### config.mk
export PLATFORM = sky130hd
export DESIGN_NAME = fifo_32b
export DESIGN_NICKNAME = d
export VERILOG_FILES = /design/src/rtl/fifo_32b.sv
export SDC_FILE = /design/constraint.sdc
export NUM_CORES = 1
export LEC_CHECK = 0
export BUFFER_PORTS_ARGS = -buffer_cell sky130_fd_sc_hd__buf_2
export CORE_ASPECT_RATIO = 0.5
export CORE_MARGIN = 2
export CORE_UTILIZATION = 32
export DETAILED_ROUTE_END_ITERATION = 10
export GPL_TIMING_DRIVEN = 0
export PLACE_DENSITY = 0.45
export RECOVER_POWER = 50
export SLEW_MARGIN = 40
export SYNTH_ARGS = -nofsm -noshare
export SYNTH_HDL_FRONTEND = slang
export SYNTH_SLANG_ARGS = --single-unit
### constraint.sdc
create_clock -name clk_f -period 6.1 [get_ports clk_f]
set_clock_uncertainty 0.15 [all_clocks]
set_input_delay 0.61 -clock clk_f [delete_from_list [all_inputs] [get_ports clk_f]]
set_output_delay 0.61 -clock clk_f [all_outputs]
set_load 0.03 [all_outputs]
### src/rtl/fifo_32b.sv
// Word FIFO behind the 8b->32b converter: DEPTH-entry circular buffer with a registered
// head output, occupancy flags and a sticky overflow/underflow error.
module fifo_32b #(
   parameter int DATA_WIDTH = 32,
   parameter int DEPTH      = 8,
   parameter int ADDR_W     = 3,
   parameter int AF_THRESH  = 6,
   parameter int AE_THRESH  = 2
) (
   input  logic                  clk_f,
   input  logic                  reset,
   input  logic [DATA_WIDTH-1:0] data_in,
   input  logic                  valid_in,
   input  logic                  pop,
   output logic [DATA_WIDTH-1:0] data_out,
   output logic                  valid_out,
   output logic                  full,
   output logic                  empty,
   output logic                  almost_full,
   output logic                  almost_empty,
   output logic [ADDR_W:0]       count,
   output logic                  error
);

   localparam logic [ADDR_W:0] DEPTH_C = (ADDR_W+1)'(DEPTH);
   localparam logic [ADDR_W:0] AF_C    = (ADDR_W+1)'(AF_THRESH);
   localparam logic [ADDR_W:0] AE_C    = (ADDR_W+1)'(AE_THRESH);

   logic [DATA_WIDTH-1:0] mem_q [DEPTH];

   logic [ADDR_W-1:0]     wr_ptr_q, wr_ptr_d;
   logic [ADDR_W-1:0]     rd_ptr_q, rd_ptr_d;
   logic [ADDR_W:0]       count_q, count_d;
   logic [DATA_WIDTH-1:0] data_out_q, data_out_d;
   logic                  valid_out_q, valid_out_d;
   logic                  error_q, error_d;

   logic push_acc, pop_acc, overflow, underflow;

   assign full         = (count_q == DEPTH_C);
   assign empty        = (count_q == '0);
   assign almost_full  = (count_q >= AF_C);
   assign almost_empty = (count_q <= AE_C);

   // A pop frees a slot in the same cycle, so a full FIFO can still take a push alongside it.
   assign push_acc  = valid_in && (!full || pop);
   assign pop_acc   = pop && !empty;
   assign overflow  = valid_in && full && !pop;
   assign underflow = pop && empty;

   always_comb begin
      wr_ptr_d    = wr_ptr_q;
      rd_ptr_d    = rd_ptr_q;
      count_d     = count_q;
      data_out_d  = data_out_q;
      valid_out_d = pop_acc;
      error_d     = error_q || overflow || underflow;

      if (push_acc) begin
         wr_ptr_d = wr_ptr_q + 1'b1;
      end
      if (pop_acc) begin
         rd_ptr_d   = rd_ptr_q + 1'b1;
         data_out_d = mem_q[rd_ptr_q];
      end

      case ({push_acc, pop_acc})
         2'b10:   count_d = count_q + 1'b1;
         2'b01:   count_d = count_q - 1'b1;
         default: count_d = count_q;
      endcase
   end

   always_ff @(posedge clk_f or posedge reset) begin
      if (reset) begin
         wr_ptr_q    <= '0;
         rd_ptr_q    <= '0;
         count_q     <= '0;
         data_out_q  <= '0;
         valid_out_q <= 1'b0;
         error_q     <= 1'b0;
      end else begin
         wr_ptr_q    <= wr_ptr_d;
         rd_ptr_q    <= rd_ptr_d;
         count_q     <= count_d;
         data_out_q  <= data_out_d;
         valid_out_q <= valid_out_d;
         error_q     <= error_d;
      end
   end

   // Storage is deliberately not reset; count=0 makes stale entries unreachable.
   always_ff @(posedge clk_f) begin
      if (push_acc) begin
         mem_q[wr_ptr_q] <= data_in;
      end
   end

   assign data_out  = data_out_q;
   assign valid_out = valid_out_q;
   assign count     = count_q;
   assign error     = error_q;

endmodule

==> results.md <==
* Placed cell count at 1,259
* Async S/R FF share, synth at 0.1467
* Clock Path Buffers at 3
* Register area share after synthesis at 0.7593
* CP cell instances: dlygate4sd3_1 > buf_2 > clkinvlp_2 > clkbuf_1
* Total Wirelength at 29.15 mm
* Layout cells sized above 1 at 0.2332
* Clk sinks at 300
* Top post-synthesis cells by area: edfxtp_1, dfrtp_1, mux2i_1
* GRT Residual Overflow at 0
* # rows at between 40 and 50
* Wire length of the first global-routing pass at 42.44 mm
* Mapped Area at 0.01157 sq mm
* First drt pass iteration count at 5
* All-Layer GR Usage at 0.1530
* Drt drc at 0
* Vias at 6,237
* Fin crit period at 3.452 ns
* Finished Layout Cells at 1,316
* Pre-CTS WS at 3.369 ns
* Vias in the first global route at 6,370
* Clock root cell: clkbuf_16
* Worst Max-Slew Pin Slew at 2.399 ns
* Crit start category: primary input
* Warnings from Yosys at 0
* Fin. Hold Viols at 0
* Fin worst setup slack at 2.648 ns
* Area Growth Syn to Fin at 19.65%
* Worst hold slack at 0.1981 ns
* Reg clk slew, reported paths at 0.06 ns
* Fin Setup TNS at 0 ns
* Crit Path Category: primary input to asynchronous set/reset pin
* Required @ worst endpoint at around 6 ns
* Area share of the largest cell type after synthesis at 0.6641
* Yosys cell types at 37
* Antenna cells at 0
* Worst endpoint data arrival time at 3.46 ns
* RSZ-0062 raised after global routing: no
* Top cells by count, synth: edfxtp_1, mux2i_1, dfrtp_1
* CTS Buf Count at 30
* Failing checks: max-capacitance violations, max-slew violations
* Max Cap Viol at 1
* Crit-path slowest cell: clkbuf_1
* CP max FO at 32
* Largest net degree at the start of global routing at 33
* Core area at 0.03580 sq mm
* Pwr/cell area at ~490 mW/mm^2
* Total Power at between 6000 and 7000 uW
* VDD IR-drop max at between 0.2 and 0.25 mV
* Synth Instances at 652
* EDFF count, synth at around 260
* Max Freq at 289.7 MHz
* Port Buf Inserts at 77
* CP peak stage delay at 1.76 ns
* DP HPWL at approximately 19 mm
* Post-route clock period utilization at 0.5659
* IO Pins at 78
* Nets at 849
* Worst relative slew slack at -0.5990
* Via density at 4.739
* Chip height at 138.5 um
* Wirelength per Cell at between 20 and 25 um
* Top-count cell post-synth: edfxtp_1
* Gpl congestion at between 0.6 and 0.7
* Initial Utilization at 0.3233
* H-tree depth at 1
* DIE WIDTH at roughly 270 um
* Fillcell total at 3,406
* Status: complete, but fails checks
* Static Leak at approximately 0.0049 uW
* Initial antenna violation count at 0
* Worst hold path class: primary input to flip-flop
* Pins Over Slew Limit at 33
* Final setup viols at 0
* Syn_nets at slightly below 700
* CTS tree: done
* Yosys reg bits at 300
* Post CTS Setup Buffer Count at 0
* Ys flop type: edfxtp_1
* Mean area per synthesized cell at 17.75 sq um
* Die area at 0.03780 sq mm
* Initial drt markers at 367
* Worst-skew pair later-pin latency at 0.56 ns
* Synth area leader: edfxtp_1
* Final antenna-violating net count at 0
* Critical path endpoint category: asynchronous set/reset pin
[cell type report]
type                            count  area (sq um)  area share
Inverter                            4         17.52    0.001265
Buffer                             36         198.9     0.01436
Sequential cell                   300          8788      0.6346
Clock inverter                     17         73.82    0.005330
Multi-Input combinational cell    312          2582      0.1865
Clock buffer                       39         835.8     0.06035
Timing Repair Buffer              124         747.0     0.05393
Tap cell                          484         605.6     0.04373
[placed cells by master (no fill, tap or decap), drive strengths merged]
cell | netlist | routed
or4b | 1 | 1
o21bai | 1 | 1
o221ai | 24 | 24
a22oi | 24 | 24
ha | 5 | 5
mux2i | 64 | 64
clkinv | 0 | 17
edfxtp | 256 | 256
clkinvlp | 0 | 2
nand2b | 6 | 6
o21ai | 33 | 33
buf | 24 | 100
dlygate4sd3 | 0 | 1
nor2 | 6 | 6
a21oi | 2 | 2
nor3b | 1 | 1
a32oi | 1 | 1
dfrtp | 44 | 44
nor3 | 4 | 4
mux2 | 65 | 65
o21a | 1 | 1
inv | 4 | 2
xor2 | 3 | 3
o22ai | 9 | 9
a221o | 8 | 8
a211oi | 1 | 1
nand2 | 44 | 44
nor2b | 1 | 1
xnor2 | 6 | 6
nor4 | 2 | 2
clkbuf | 12 | 98
[state kept, by name, indices dropped and copies added, names as in the netlist]
signal and cells:
data_out 32, rd_ptr_q 3, error 1, count 4, valid_out 1, wr_ptr_q 3
mem_q 256
[cell families after synthesis]
logic type / after synthesis / synth area share
AO/OA/AOI/OAI: 104 / 0.06399
XOR/XNOR: 9 / 0.006810
adder cells (fa/ha/maj): 5 / 0.005405
buffers and inverters: 40 / 0.02032
flip-flops: 300 / 0.7593
multiplexers: 129 / 0.1186
AND/OR/NAND/NOR: 65 / 0.02562
[critical path: cells and delay by family]
family / cells / cell delay, ns
buffers and inverters: 4 / 2.83
[stage by stage]
step,instance area [sq um],utilization
5_1_grt,13850,0.3868
3_5_place_dp,13040,0.3642
6_report,13850,0.3868
2_1_floorplan,11570,-
4_1_cts,13960,0.3899
3_3_place_gp,12570,0.3510
[power by group]
group          total [uW]  switching (uW)  internal (uW)
Combinational        2290            1470            825
Sequential           2790             156           2640
Clock                1720             764            957
[path summary, 6_finish.rpt]
check | from | to | slack [ns] | cells after the start
max | reset | data_out[23]$_DFFE_PP0P_ | 2.65 | 4
min | valid_in | error$_DFF_PP0_ | 0.20 | 3
max reg2reg | count[2]$_DFFE_PP0P_ | mem_q[0][23]$_DFFE_PP_ | 2.94 | 10
min reg2reg | error$_DFF_PP0_ | error$_DFF_PP0_ | 0.33 | 1
max in group clk_f | count[2]$_DFFE_PP0P_ | mem_q[0][23]$_DFFE_PP_ | 2.94 | 10
min in group asynchronous | reset | valid_out$_DFF_PP0_ | 0.51 | 3
[metal layers]
layer | global-route usage | wire length [um]
met5 | 0 | 0
met4 | 0.02732 | 391
met3 | 0.02623 | 1108
met2 | 0.2473 | 13780
met1 | 0.2195 | 13870
[timing repair]
item | 4_1_cts | 5_1_grt
endpoints found under the setup margin | 0 | 0
resized for setup | 0 | 0
endpoints found under the hold margin | 12 | 0
hold buffers | 1 | 0
No activity file was read; power rests on OpenSTA's default activity.
